===== src/rtl/bpf_fetch.sv =====
// BPF instruction fetch: program counter, registered-ROM issue, tag tracking for the
// in-flight read, and a small prefetch FIFO feeding decode over valid/ready.
module bpf_fetch #(
  parameter int                ADDR_W   = 8,
  parameter int                INSN_W   = 16,
  parameter int                DEPTH    = 2,
  parameter logic [ADDR_W-1:0] RESET_PC = '0
) (
  input  logic              clk,
  input  logic              rst_n,
  output logic              rom_en,
  output logic [ADDR_W-1:0] rom_addr,
  input  logic [INSN_W-1:0] rom_data,
  output logic              insn_valid,
  input  logic              insn_ready,
  output logic [INSN_W-1:0] insn,
  output logic [ADDR_W-1:0] insn_pc,
  input  logic              redirect_valid,
  input  logic [ADDR_W-1:0] redirect_pc
);

  localparam int PTR_W = (DEPTH > 1) ? $clog2(DEPTH) : 1;
  localparam int CNT_W = $clog2(DEPTH + 1);
  localparam int OCC_W = CNT_W + 1;

  logic [ADDR_W-1:0] fetch_pc;
  logic [ADDR_W-1:0] tag_pc;
  logic              inflight;

  logic [INSN_W-1:0] buf_insn [DEPTH];
  logic [ADDR_W-1:0] buf_pc   [DEPTH];
  logic [PTR_W-1:0]  rd_ptr;
  logic [PTR_W-1:0]  wr_ptr;
  logic [CNT_W-1:0]  count;

  logic              pop;
  logic              push;
  logic              issue;
  logic [OCC_W-1:0]  occupancy;

  function automatic logic [PTR_W-1:0] ptr_inc(input logic [PTR_W-1:0] p);
    ptr_inc = (p == PTR_W'(DEPTH - 1)) ? '0 : p + PTR_W'(1);
  endfunction

  assign insn_valid = (count != '0);
  assign insn       = buf_insn[rd_ptr];
  assign insn_pc    = buf_pc[rd_ptr];

  // A pop in a redirect cycle is void: the FIFO is being cleared anyway.
  assign pop  = insn_valid & insn_ready & ~redirect_valid;
  assign push = inflight & ~redirect_valid;

  // Entries that will be held after this edge; the next return must still fit.
  assign occupancy = ({1'b0, count} + OCC_W'(inflight)) - OCC_W'(pop);

  // rst_n gates the strobe so the ROM sees no reads while reset is held.
  assign issue    = rst_n & ~redirect_valid & (occupancy < OCC_W'(DEPTH));
  assign rom_en   = issue;
  assign rom_addr = fetch_pc;

  always_ff @(posedge clk or negedge rst_n) begin
    if (!rst_n) begin
      fetch_pc <= RESET_PC;
      tag_pc   <= '0;
      inflight <= 1'b0;
    end else begin
      inflight <= issue;
      if (redirect_valid) begin
        fetch_pc <= redirect_pc;
      end else if (issue) begin
        fetch_pc <= fetch_pc + ADDR_W'(1);
        tag_pc   <= fetch_pc;
      end
    end
  end

  always_ff @(posedge clk or negedge rst_n) begin
    if (!rst_n) begin
      rd_ptr <= '0;
      wr_ptr <= '0;
      count  <= '0;
      for (int i = 0; i < DEPTH; i++) begin
        buf_insn[i] <= '0;
        buf_pc[i]   <= '0;
      end
    end else if (redirect_valid) begin
      rd_ptr <= '0;
      wr_ptr <= '0;
      count  <= '0;
    end else begin
      if (push) begin
        buf_insn[wr_ptr] <= rom_data;
        buf_pc[wr_ptr]   <= tag_pc;
        wr_ptr           <= ptr_inc(wr_ptr);
      end
      if (pop) begin
        rd_ptr <= ptr_inc(rd_ptr);
      end
      case ({push, pop})
        2'b10:   count <= count + CNT_W'(1);
        2'b01:   count <= count - CNT_W'(1);
        default: count <= count;
      endcase
    end
  end

endmodule


===== config.mk =====
export PLATFORM = sky130hd
export DESIGN_NAME = bpf_fetch
export DESIGN_NICKNAME = d
export VERILOG_FILES = /design/src/rtl/bpf_fetch.sv
export SDC_FILE = /design/constraint.sdc
export NUM_CORES = 1
export LEC_CHECK = 0
export CAP_MARGIN = 20
export CELL_PAD_IN_SITES_DETAIL_PLACEMENT = 0
export CELL_PAD_IN_SITES_GLOBAL_PLACEMENT = 1
export CORE_AREA = 2 2 90 92
export DETAILED_ROUTE_END_ITERATION = 12
export DIE_AREA = 0 0 92 94
export PLACE_DENSITY = 0.77
export SLEW_MARGIN = 40
export SYNTH_ARGS = -nofsm -noshare
export SYNTH_HDL_FRONTEND = slang
export SYNTH_SLANG_ARGS = --single-unit

===== constraint.sdc =====
create_clock -name clk -period 4.2 [get_ports clk]
set_clock_uncertainty 0.15 [all_clocks]
set_input_delay 0.42 -clock clk [delete_from_list [all_inputs] [get_ports clk]]
set_output_delay 0.42 -clock clk [all_outputs]
set_load 0.005 [all_outputs]

# Word level (Yosys, flattened, before mapping)
# Cells that the tools add are included.
classes:
  n_lt_le_gt_ge: 4
  eq_ne: 2
  muxes: 22
  n_bitwise: 8
  add_sub_neg: 7
  reduce_logical: 8
ops:
  columns: ["op", "count"]
  rows:
  - ["two-way mux 16 bit", 4]
  - ["two-way mux 8 bit", 6]
  - ["bitwise mux 32 bit", 1]
  - ["bitwise mux 16 bit", 1]
  - ["demux 16 bit (select 1 bit)", 1]
  - ["adder 8 x 1 -> 8 bit (second input constant)", 1]
  - ["demux 8 bit (select 1 bit)", 1]
  - ["nonzero test 2 bit", 4]
  - ["two-way mux 1 bit", 6]
  - ["bitwise AND 1 bit", 5]
  - [">= comparator 2 bit (second input constant)", 2]
  - ["NOT 1 -> 2 bit", 2]
  - ["case mux 2 bit (2 select lines)", 1]
  - ["AND reduction 2 bit", 2]
  - ["adder 2 x 1 -> 3 bit", 1]
  - ["less-than comparator 3 x 2 -> 1 bit (second input constant)", 1]
  - ["nonzero test 3 bit", 1]
  - ["subtractor 3 x 1 -> 3 bit", 1]
  - ["adder 1 bit (second input constant)", 2]
  - ["adder 2 x 1 -> 2 bit (second input constant)", 1]
  - ["== test 2 x 1 -> 1 bit (second input constant)", 1]
  - ["== test 2 bit (second input constant)", 1]
  - ["less-than comparator 2 x 1 -> 1 bit (second input constant)", 1]
  - ["two-way mux 2 bit", 1]
  - ["other kinds (3)", 3]
totals:
  regBits: 69
  wordCells: 61
  out_inout_bits: 34
  in_bits: 28

# Longest topological paths before layout
logic_depth:
  depth_word: 8
  ltp_mapped: 12
  mapped_depth_nobuf: 11

# Worst setup path after synthesis
# OpenSTA, ideal clock, no wires.
synth_path:
  kind: "in2reg"
  start: "input port redirect_valid"
  end: "register fetch_pc[6] (netlist: rom_addr[6])"
  n_path_buf: 3
  setup_ns: 0.144
  arrival_ns: 2.876
  t_required_ns: 3.906
  slack_ns: 1.030
  path_stages: 11
  cell_sequence: "clkbuf_1 > clkbuf_1 > nor2_1 > ha_1 > nand2b_1 > fa_1 > xor2_1 > or3_1 > buf_6 > o311ai_0 > o311ai_1"
synth_via:
  elab_chain_len: 6
  elab_cells_between_ends: 8
  cone_classes: "1 x add/sub; 1 x order compare; 1 x mux; 4 x bitwise; 1 x reduce/logical"
synth_rtl:
  columns: ["item", "line", "source"]
  rows:
  - ["from (decl)", "18", "input logic redirect_valid,"]
  - ["NOT 1 bit (no source line)", null, null]
  - ["bitwise AND 1 bit", "50", "assign pop = insn_valid & insn_ready & ~redirect_valid;"]
  - ["subtractor 3 x 1 -> 3 bit", "54", "assign occupancy = ({1'b0, count} + OCC_W'(inflight)) - OCC_W'(pop);"]
  - ["less-than comparator 3 x 2 -> 1 bit", "57", "assign issue = rst_n & ~redirect_valid & (occupancy < OCC_W'(DEPTH));"]
  - ["bitwise AND 1 bit", "57", null]
  - ["nonzero test 2 bit (no source line)", null, null]
  - ["to (signal assigned)", "69", "fetch_pc <= redirect_pc;"]
  - ["to (signal assigned)", "71", "fetch_pc <= fetch_pc + ADDR_W'(1);"]
  - ["to (decl)", "26", "logic [ADDR_W-1:0] fetch_pc;"]
# Parallel ways exist; a longest one is shown, timed or not.
# A chain may end at the register's enable or synchronous reset.

# Worst setup path in the final report
layout_path:
  start: "register count[1]"
  end: "output port rom_en"
layout_via:
  elab_chain_len: 6
  elab_cells_between_ends: 7
  cone_classes: "2 x add/sub; 1 x order compare; 3 x bitwise; 1 x reduce/logical"
layout_rtl:
  columns: ["item", "line", "source"]
  rows:
  - ["from (decl)", "34", "logic [CNT_W-1:0] count;"]
  - ["from (signal assigned)", "100", "2'b10: count <= count + CNT_W'(1);"]
  - ["from (signal assigned)", "101", "2'b01: count <= count - CNT_W'(1);"]
  - ["from (signal assigned)", "102", "default: count <= count;"]
  - ["nonzero test 2 bit", "45", "assign insn_valid = (count != '0);"]
  - ["bitwise AND 1 bit (2 in series)", "50", null]
  - ["subtractor 3 x 1 -> 3 bit (*)", "54", null]
  - ["less-than comparator 3 x 2 -> 1 bit (*)", "57", null]
  - ["bitwise AND 1 bit (*)", "57", null]
  - ["to (decl)", "11", "output logic rom_en,"]
# Mark *: on every way between the ends. The rest lies on a longest branch, timed or not.

==> qor.yml <==
drtAntennaViolNets: 0
max_freq_mhz: 254
cp-start-kind: "flip-flop"
maxCapViolCount: 0
drt-met1-wl_um: 2940
p_switching_mw: 0.509
cts_buffers: 9
die_h_um: 94
initial_utilization_pct: 40.5
grt_pass1_vias: 2114
critical_path.cell_chain: "or2_2, nand2_1, nor2_1, ha_1, nand2b_1, fa_1, xor2_1, or3_1, inv_2, clkdlybuf4s50_1"
io_pins: 62
synth_top_area_cell: "dfrtp_1"
synth-seq-cells: 69
yosys_warnings: 0
insertion_delay_ps: 330
die_x_um: 92
vias: 2025
synth-main-ff-cell: "dfrtp_1"
grt_max_degree: 70
setup_viol: 0
drive_gt1_share_pct: 32.2
syn-num-nets: 267
switching_share_pct: 25.0
crit_path_top_delay_cell: "clkdlybuf4s50_1"
drtIter0Drc: 90
hpwl_um: 3860
cts_resized: 0
grt_pass1_wl_um: 10100
cts_sinks: 69
met3_length_um: 284
seq_area_frac_synth_pct: 56.0
die_area_mm2: 0.00865
cp_num_buf_inv: 2
worst_hold_slack_ps: 67.0
wl_per_cell_um: 14.3
tightest_slew_ps: 606
cts_htree_levels: 3
timing.slew.headroom_pct: 59.6
clockBufferDepth: 2
place_congestion: 0.798
rsz0062_at_grt: "false"
max-vdd-ir-drop_uv: 169
synthCells: 236
via_per_inst: 4.95
p_clk_share_pct: 27.1
syn_avg_cell_area_um2: 13.1
synthArstFlopShare_pct: 100
cts_root_buffer: "clkbuf_8"
final_cell_mix: "mux2_2, dfrtp_1, clkdlybuf4s50_1"
wirelength_um: 5830
rows: 32
cp_top_family: "simple AND/OR/NAND/NOR gates"
synth-edff-count: 0
cts_tree: "done"
yosys.cell_types.count: 34
grt_usage_pct: 14.9
power_leakage_nw: 1.75
drc: 0
antenna_cells: 0
postLayoutCellArea_mm2: 0.00402
p_seq_share_pct: 46.6
slew_violations: 0
num-fill-cells: 674
p_int_mw: 1.53
grt-ovfl-total: 0
highest_layer: "met4"
crit_path_end_kind: "primary output"
final_common_cell: "mux2_2"
cp_max_fo: 11
post_cts_buffers: 0
status: "complete, no violations"
p_comb_share_pct: 26.3
worst_ep_arrival_time_ps: 3360
fin_crit_sh_pct: 93.6
antenna_found_initial: 0
required_ps: 3630
coreArea_mm2: 0.00761
first_pass_iters: 4
placed_cell_area_mm2: 0.00381
met2WireLength_um: 2560
power_per_cell_area_mw_per_mm2: 506
crit_type: "reg -> out"
nets: 333
port_buffers: 61
slowest_delay_ps: 530
clk_pin_slew_ps: 80
final_util_pct: 52.9
final_hold_viol_count: 0
yosysTopAreaCellShare_pct: 56.0
setup_tns_ps: 0
power_mw: 2.04
syn-cell-area_mm2: 0.00308
period_minus_slack_ps: 3930
area_growth_pct: 30.5
cts_hold_buffers: 0
synth_area_leaders: "dfrtp_1, mux2_2, nand2_1"
holdCritPathClass: "in -> async"
-- registers in the layout (all words and copies together), names as in the netlist --
signal / flops
buf_pc: 16
rd_ptr: 1
buf_insn: 32
rom_addr: 8
inflight: 1
wr_ptr: 1
count: 2
tag_pc: 8
-- through the flow --
step | setup slack [ps] | std cells
final | 270 | 409
after global routing | 129 | 409
after CTS | 237 | 409
after detailed placement | 413 | 393
after global placement | 448 | 393
after floorplan | 1030 | 236
-- kinds of logic (layout without fill, tap and decap cells) --
logic type	Yosys count	after routing	synth area share, %
compound gates	21	21	4.79
xor+xnor	5	5	1.42
fa+ha+maj	3	3	1.46
buf+inv	16	87	2.44
flops	69	69	56.0
mux	72	72	26.3
simple gates	50	50	7.59
-- cell type report --
class,instances,area (um2),area share (%)
multi-input cells,151,1290,32.0
clock inverters,5,58.8,1.46
well taps,102,128,3.17
clock buffers,11,151,3.76
flip-flops and latches,69,1730,43.0
inverters,4,15.0,0.373
repair buffers,67,654,16.3
-- cell usage after synthesis, types with 3 or more instances --
| library cell | n |
|---|---|
| xnor2_1 | 3 |
| clkbuf_1 | 5 |
| dfrtp_1 | 69 |
| nor2_1 | 5 |
| nand2_1 | 29 |
| nand3_1 | 4 |
| inv_1 | 3 |
| mux2_2 | 72 |
| a221o_1 | 3 |
| buf_2 | 6 |
| o21ai_0 | 9 |
| o311ai_0 | 3 |
-- per-layer routing --
| metal | up-vias | track usage [%] |
|---|---|---|
| met1 | 996 | 21.1 |
| met5 | - | 0 |
| li1 | 972 | - |
| met2 | 52 | 22.1 |
| met3 | 5 | 3.93 |
| met4 | 0 | 5.22 |
-- path summary, 6_finish.rpt --
kind                       slack, ps       from  depth (start not counted)           end
min in group clk                 350  tag_pc[5]                          2     tag_pc[5]
max                              270   count[1]                         10        rom_en
min reg2reg                      350  tag_pc[5]                          2     tag_pc[5]
max reg2reg                      910   count[1]                         11   rom_addr[6]
max in group asynchronous       3370      rst_n                          2        rd_ptr
min                               70      rst_n                          2  buf_insn[17]
-- power groups by stage --
stage / combinational [mW] / clock [mW] / sequential [mW]
after detailed placement: 0.544 / 0 / 0.964
final: 0.536 / 0.552 / 0.949
after global routing: 0.589 / 0.603 / 0.979
after CTS: 0.548 / 0.570 / 0.952
after floorplan: 0.294 / 0 / 0.926
after global placement: 0.535 / 0 / 0.956
No activity file was read; power rests on OpenSTA's default activity.
